<file path="src/rtl/data_sram_bridge.sv">
// Data-side bridge from the MEM stage to an SRAM-like request/response bus.
// Issues at most one transaction at a time. It holds the request until the bus
// accepts it, then waits for the response. After the response it parks in a
// hold state while the rest of the pipeline is stalled, so the same access is
// never issued twice.
module data_sram_bridge (
  input  logic        clk,
  input  logic        rst,
  input  logic        cpu_en,
  input  logic        cpu_we,
  input  logic [1:0]  cpu_size,
  input  logic [31:0] cpu_addr,
  input  logic [31:0] cpu_wdata,
  input  logic        cpu_longest_stall,
  output logic [31:0] cpu_rdata,
  output logic        cpu_stallreq,
  output logic        data_req,
  output logic        data_wr,
  output logic [1:0]  data_size,
  output logic [31:0] data_addr,
  output logic [31:0] data_wdata,
  input  logic        data_addr_ok,
  input  logic        data_data_ok,
  input  logic [31:0] data_rdata
);

  typedef enum logic [1:0] {
    StIdle     = 2'd0,
    StWaitAddr = 2'd1,
    StWaitData = 2'd2,
    StHold     = 2'd3
  } state_e;

  state_e      state_q, state_d;

  // Request register: a copy of the access as it was first presented, so the
  // bus sees stable fields even if the MEM stage changes or is flushed.
  logic        req_we_q, req_we_d;
  logic [1:0]  req_size_q, req_size_d;
  logic [31:0] req_addr_q, req_addr_d;
  logic [31:0] req_wdata_q, req_wdata_d;

  // Last load data, returned to the MEM stage once the bus has moved on.
  logic [31:0] rdata_q, rdata_d;

  // Outputs before reset gating.
  logic        req_raw;
  logic        stall_raw;
  logic [31:0] rdata_raw;

  // State, request register and load data register.
  always_ff @(posedge clk) begin
    if (rst) begin
      state_q     <= StIdle;
      req_we_q    <= 1'b0;
      req_size_q  <= 2'd0;
      req_addr_q  <= 32'd0;
      req_wdata_q <= 32'd0;
      rdata_q     <= 32'd0;
    end else begin
      state_q     <= state_d;
      req_we_q    <= req_we_d;
      req_size_q  <= req_size_d;
      req_addr_q  <= req_addr_d;
      req_wdata_q <= req_wdata_d;
      rdata_q     <= rdata_d;
    end
  end

  // Next-state logic, bus fields, stall request and load data selection.
  always_comb begin
    state_d     = state_q;
    req_we_d    = req_we_q;
    req_size_d  = req_size_q;
    req_addr_d  = req_addr_q;
    req_wdata_d = req_wdata_q;
    rdata_d     = rdata_q;

    req_raw     = 1'b0;
    stall_raw   = 1'b0;
    rdata_raw   = rdata_q;

    data_wr     = req_we_q;
    data_size   = req_size_q;
    data_addr   = req_addr_q;
    data_wdata  = req_wdata_q;

    unique case (state_q)
      StIdle: begin
        if (cpu_en) begin
          // Present the access straight from the MEM stage to save a cycle,
          // and keep a copy in case the bus does not accept it right away.
          req_raw     = 1'b1;
          stall_raw   = 1'b1;
          data_wr     = cpu_we;
          data_size   = cpu_size;
          data_addr   = cpu_addr;
          data_wdata  = cpu_wdata;
          req_we_d    = cpu_we;
          req_size_d  = cpu_size;
          req_addr_d  = cpu_addr;
          req_wdata_d = cpu_wdata;
          state_d     = data_addr_ok ? StWaitData : StWaitAddr;
        end
      end

      StWaitAddr: begin
        // Once raised, the request stays up until accepted, even if flushed.
        req_raw   = 1'b1;
        stall_raw = 1'b1;
        if (data_addr_ok) begin
          state_d = StWaitData;
        end
      end

      StWaitData: begin
        if (data_data_ok) begin
          rdata_raw = data_rdata;
          if (!req_we_q) begin
            rdata_d = data_rdata;
          end
          // The pipeline cannot consume the result yet: park rather than
          // return to idle, where the still-valid access would re-issue.
          state_d = cpu_longest_stall ? StHold : StIdle;
        end else begin
          stall_raw = 1'b1;
        end
      end

      StHold: begin
        if (!cpu_longest_stall) begin
          state_d = StIdle;
        end
      end

      default: begin
        state_d = StIdle;
      end
    endcase
  end

  // Handshake outputs are forced quiet while reset is asserted.
  always_comb begin
    data_req     = req_raw & ~rst;
    cpu_stallreq = stall_raw & ~rst;
    cpu_rdata    = rst ? 32'd0 : rdata_raw;
  end

endmodule

</file>
<file path="config.mk">
export PLATFORM = sky130hd
export DESIGN_NAME = data_sram_bridge
export DESIGN_NICKNAME = d
export VERILOG_FILES = /design/src/rtl/data_sram_bridge.sv
export SDC_FILE = /design/constraint.sdc
export NUM_CORES = 1
export LEC_CHECK = 0
export BUFFER_PORTS_ARGS = -buffer_cell sky130_fd_sc_hd__buf_2
export CORE_AREA = 2 2 109 111
export CTS_CLUSTER_SIZE = 24
export DETAILED_ROUTE_END_ITERATION = 10
export DIE_AREA = 0 0 111 113
export GPL_TIMING_DRIVEN = 0
export PLACE_DENSITY = 0.78
export SLEW_MARGIN = 20
export SYNTH_ARGS = -nofsm -noshare
export SYNTH_HDL_FRONTEND = slang
export SYNTH_SLANG_ARGS = --single-unit
export TNS_END_PERCENT = 10
</file>
<file path="constraint.sdc">
create_clock -name clk -period 2.15 [get_ports clk]
set_input_delay 0.3225 -clock clk [delete_from_list [all_inputs] [get_ports clk]]
set_output_delay 0.3225 -clock clk [all_outputs]
set_load 0.005 [all_outputs]
</file>
==> impl_results.md <==
- Status: complete, no violations
- Hold/Removal Path Class: primary input to register
- Startpoint types: register
- PwrDens: 740 nW/µm²
- Final Setup Violations: 0
- Routed WL: ~11000 µm
- Final ANT Viol Nets: 0
- Final nets: 809
- Starting density of the core: 39.7%
- Fill count: between 1000 and 1500
- DR vias/cell: roughly 4.7
- Uppermost layer routed: met4
- Port buffer count: just over 200
- Crit path time final: about 2.1 ns
- P_sw: around 1.2 mW
- Routed met1 length: slightly below 5000 µm
- Post-Place Cells: 831
- Crit Path Category: register to primary output
- Rows: 39
- Finished Layout Cells: roughly 850
- Vias in the first global route: a little under 4000
- Worst vdd ir: around 0.00040 V
- Number of warnings issued by yosys: 0
- Pins Over Slew Limit: 0
- Worst setup EP type: primary output
- CTS Buf Count: 9
- Total GRT Usage: ~18%
- Ranking of synthesized cells by area: dfxtp_1 (45%), nand2_1 (11%), mux2_4 (10%), nor2b_1 (9.4%), mux2_2 (9.3%)
- Clock Pin Slew Worst Setup and Hold Paths: about 0.07 ns
- Yosys top cell area share: between 40% and 50%
- Worst setup margin: 0.0624 ns
- Fin crit share: a little over nine tenths
- Area leader, netlist: dfxtp_1
- Iteration-0 DRC Markers: roughly 170
- Drt drc: 0
- Clock Root Buffer: clkbuf_16
- TNS Setup: 0 ns
- Largest net degree at the start of global routing: 20
- Gpl congestion: 0.790
- CP max FO: 10
- Combinational power share: 20.4%
- Via count: 3973
- End-of-flow core utilization: between 50% and 60%
- H-Tree Depth: 3
- Core Area: about 11000 µm²
- Syn Area/Cell: about 9.3 µm²
- Arr. time, crit path: between 1.5 and 2 ns
- Remaining Overflow, GRT: 0
- Share of total power in the clock network: between 30% and 40%
- Achievable frequency: approximately 480 MHz
- Avg WL per Cell: between 10 and 15 µm
- Met3 wire len: 901 µm
- Static Leak: approximately 2.8 nW
- Max Cap Violations: 0
- Drt first pass iters: 4
- Layout cells sized above 1: 45.1%
- Initial antenna violation count: 0
- Yosys reg bits: about 100
- Die Footprint: 12500 µm²
- Sw frac: 26.6%
- Sequential area share after synthesis: ~45%
- Area of the multi-input gates: 2210 µm²
- Hold Fails Final Rpt: 0
- Netlist cell types: 24
- DIE HEIGHT: between 100 and 150 µm
- Critical path required time: around 1.8 ns
- Post-Syn Nets: 589
- Die width: ~110 µm
- Setup Skew: between 0.008 and 0.009 ns
- Clock Tree Buf Depth: 2
- Post-synthesis cell count: 484
- Slew headroom: a little under two thirds
- Reg area: a little over 2000 µm²
- Layout area overhead: 37.0%
- Hold Slack: about 0.23 ns
- Worst-Margin Slew: between 0.5 and 0.6 ns
- Worst skew pair latency: 0.34 ns
- DR WL met2: between 5000 and 6000 µm
- # diodes: 0
- Part of the power in registers: 44.5%
- TritonCTS clock tree: built
- Synthesized area: about 4500 µm²
- First-pass GRT wire length: approximately 18000 µm
- Pre-CTS WS: -0.0971 ns
- # IOs: ~210
- Clock Sink Count: approximately 100
- Internal power: 3.34 mW
- Post-detail-place hpwl: approximately 8600 µm
cells in the final DEF (no fill, tap or decap), drive strengths merged, types with 2 or more instances in the layout:
cell / count
clkbuf: 27
buf: 230
dfxtp: 101
inv: 4
nor2: 5
mux2: 67
a21oi: 65
clkinv: 2
nand2: 128
nor2b: 67
power by group through the flow:
stage / sequential [mW] / combinational (mW) / clock (mW)
2_1_floorplan: 2.05 / 0.527 / 0
3_3_place_gp: 2.06 / 0.857 / 0
3_5_place_dp: 2.06 / 0.867 / 0
4_1_cts: 2.02 / 0.929 / 1.63
5_1_grt: 2.03 / 1.01 / 1.71
6_report: 2.02 / 0.928 / 1.60
synth_stat cells, drive strengths merged:
| master | count |
|---|---|
| and3b | 1 |
| o211ai | 1 |
| nor4bb | 1 |
| nor2b | 67 |
| nand4bb | 1 |
| nand3b | 1 |
| mux2 | 67 |
| nand2 | 128 |
| o31ai | 1 |
| nor2 | 5 |
| or3 | 1 |
| dfxtp | 101 |
| a21oi | 65 |
| buf | 19 |
| nor3b | 1 |
| o21ai | 1 |
| clkbuf | 20 |
| o21a | 1 |
| nor3 | 1 |
| a211oi | 1 |
state kept, by name, summed over array words and instances, names as in the netlist:
name,count
rdata_q,32
req_addr_q,32
req_size_q,2
req_wdata_q,32
req_we_q,1
state_q,2
final cells by class:
type                       count  area share [%]
buffer                        38            4.08
clock buffer                   9            3.67
clock inverter                 7            1.10
multi-input combinational    344            36.1
sequential                   101            33.0
tap                          143            2.92
timing repair buffer         210            19.2
per-stage QoR:
stage / instance area [µm²] / power, mW
2_1_floorplan: 4480 / 2.58
5_1_grt: 6140 / 4.75
6_report: 6140 / 4.54
3_3_place_gp: 5680 / 2.91
4_1_cts: 6110 / 4.58
3_5_place_dp: 5680 / 2.93
worst paths after layout:
| check | from | to | slack [ns] | cells past startpoint |
|---|---|---|---|---|
| worst max-delay path | state_q[1] | data_addr[6] | 0.06 | 6 |
| worst min-delay path | data_rdata[11] | rdata_q[11] | 0.23 | 3 |
| worst max register to register | state_q[1] | req_addr_q[6] | 0.57 | 6 |
| worst min register to register | rdata_q[26] | rdata_q[26] | 0.46 | 2 |
critical path, cell delays in order (launching register included):
cell	delay [ns]
dfxtp_2	0.34
nor3b_4	0.19
buf_6	0.14
buf_6	0.14
buf_12	0.15
mux2_4	0.32
buf_6	0.12
cell families after synthesis:
logic type	share of synthesized area, %
simple gates	22.0
flops	45.1
compound gates	8.04
mux	19.4
buf+inv	5.45
repair_timing:
| item | CTS | global route |
|---|---|---|
| hold buffers | 0 | 0 |
| gates cloned | 1 | 0 |
| gates resized for setup | 24 | 6 |
| setup buffers | 3 | 2 |
| setup endpoints to repair | 62 | 69 |
| pin swaps | 1 | 1 |
| endpoints found under the hold margin | 0 | 0 |
layer usage:
layer	vias to the layer above	track usage, %
li1	2018	-
met1	1801	21.7
met2	142	30.3
met3	12	5.78
met4	0	6.08
met5	-	0
Note: power is estimated with default switching activity, not from simulation.
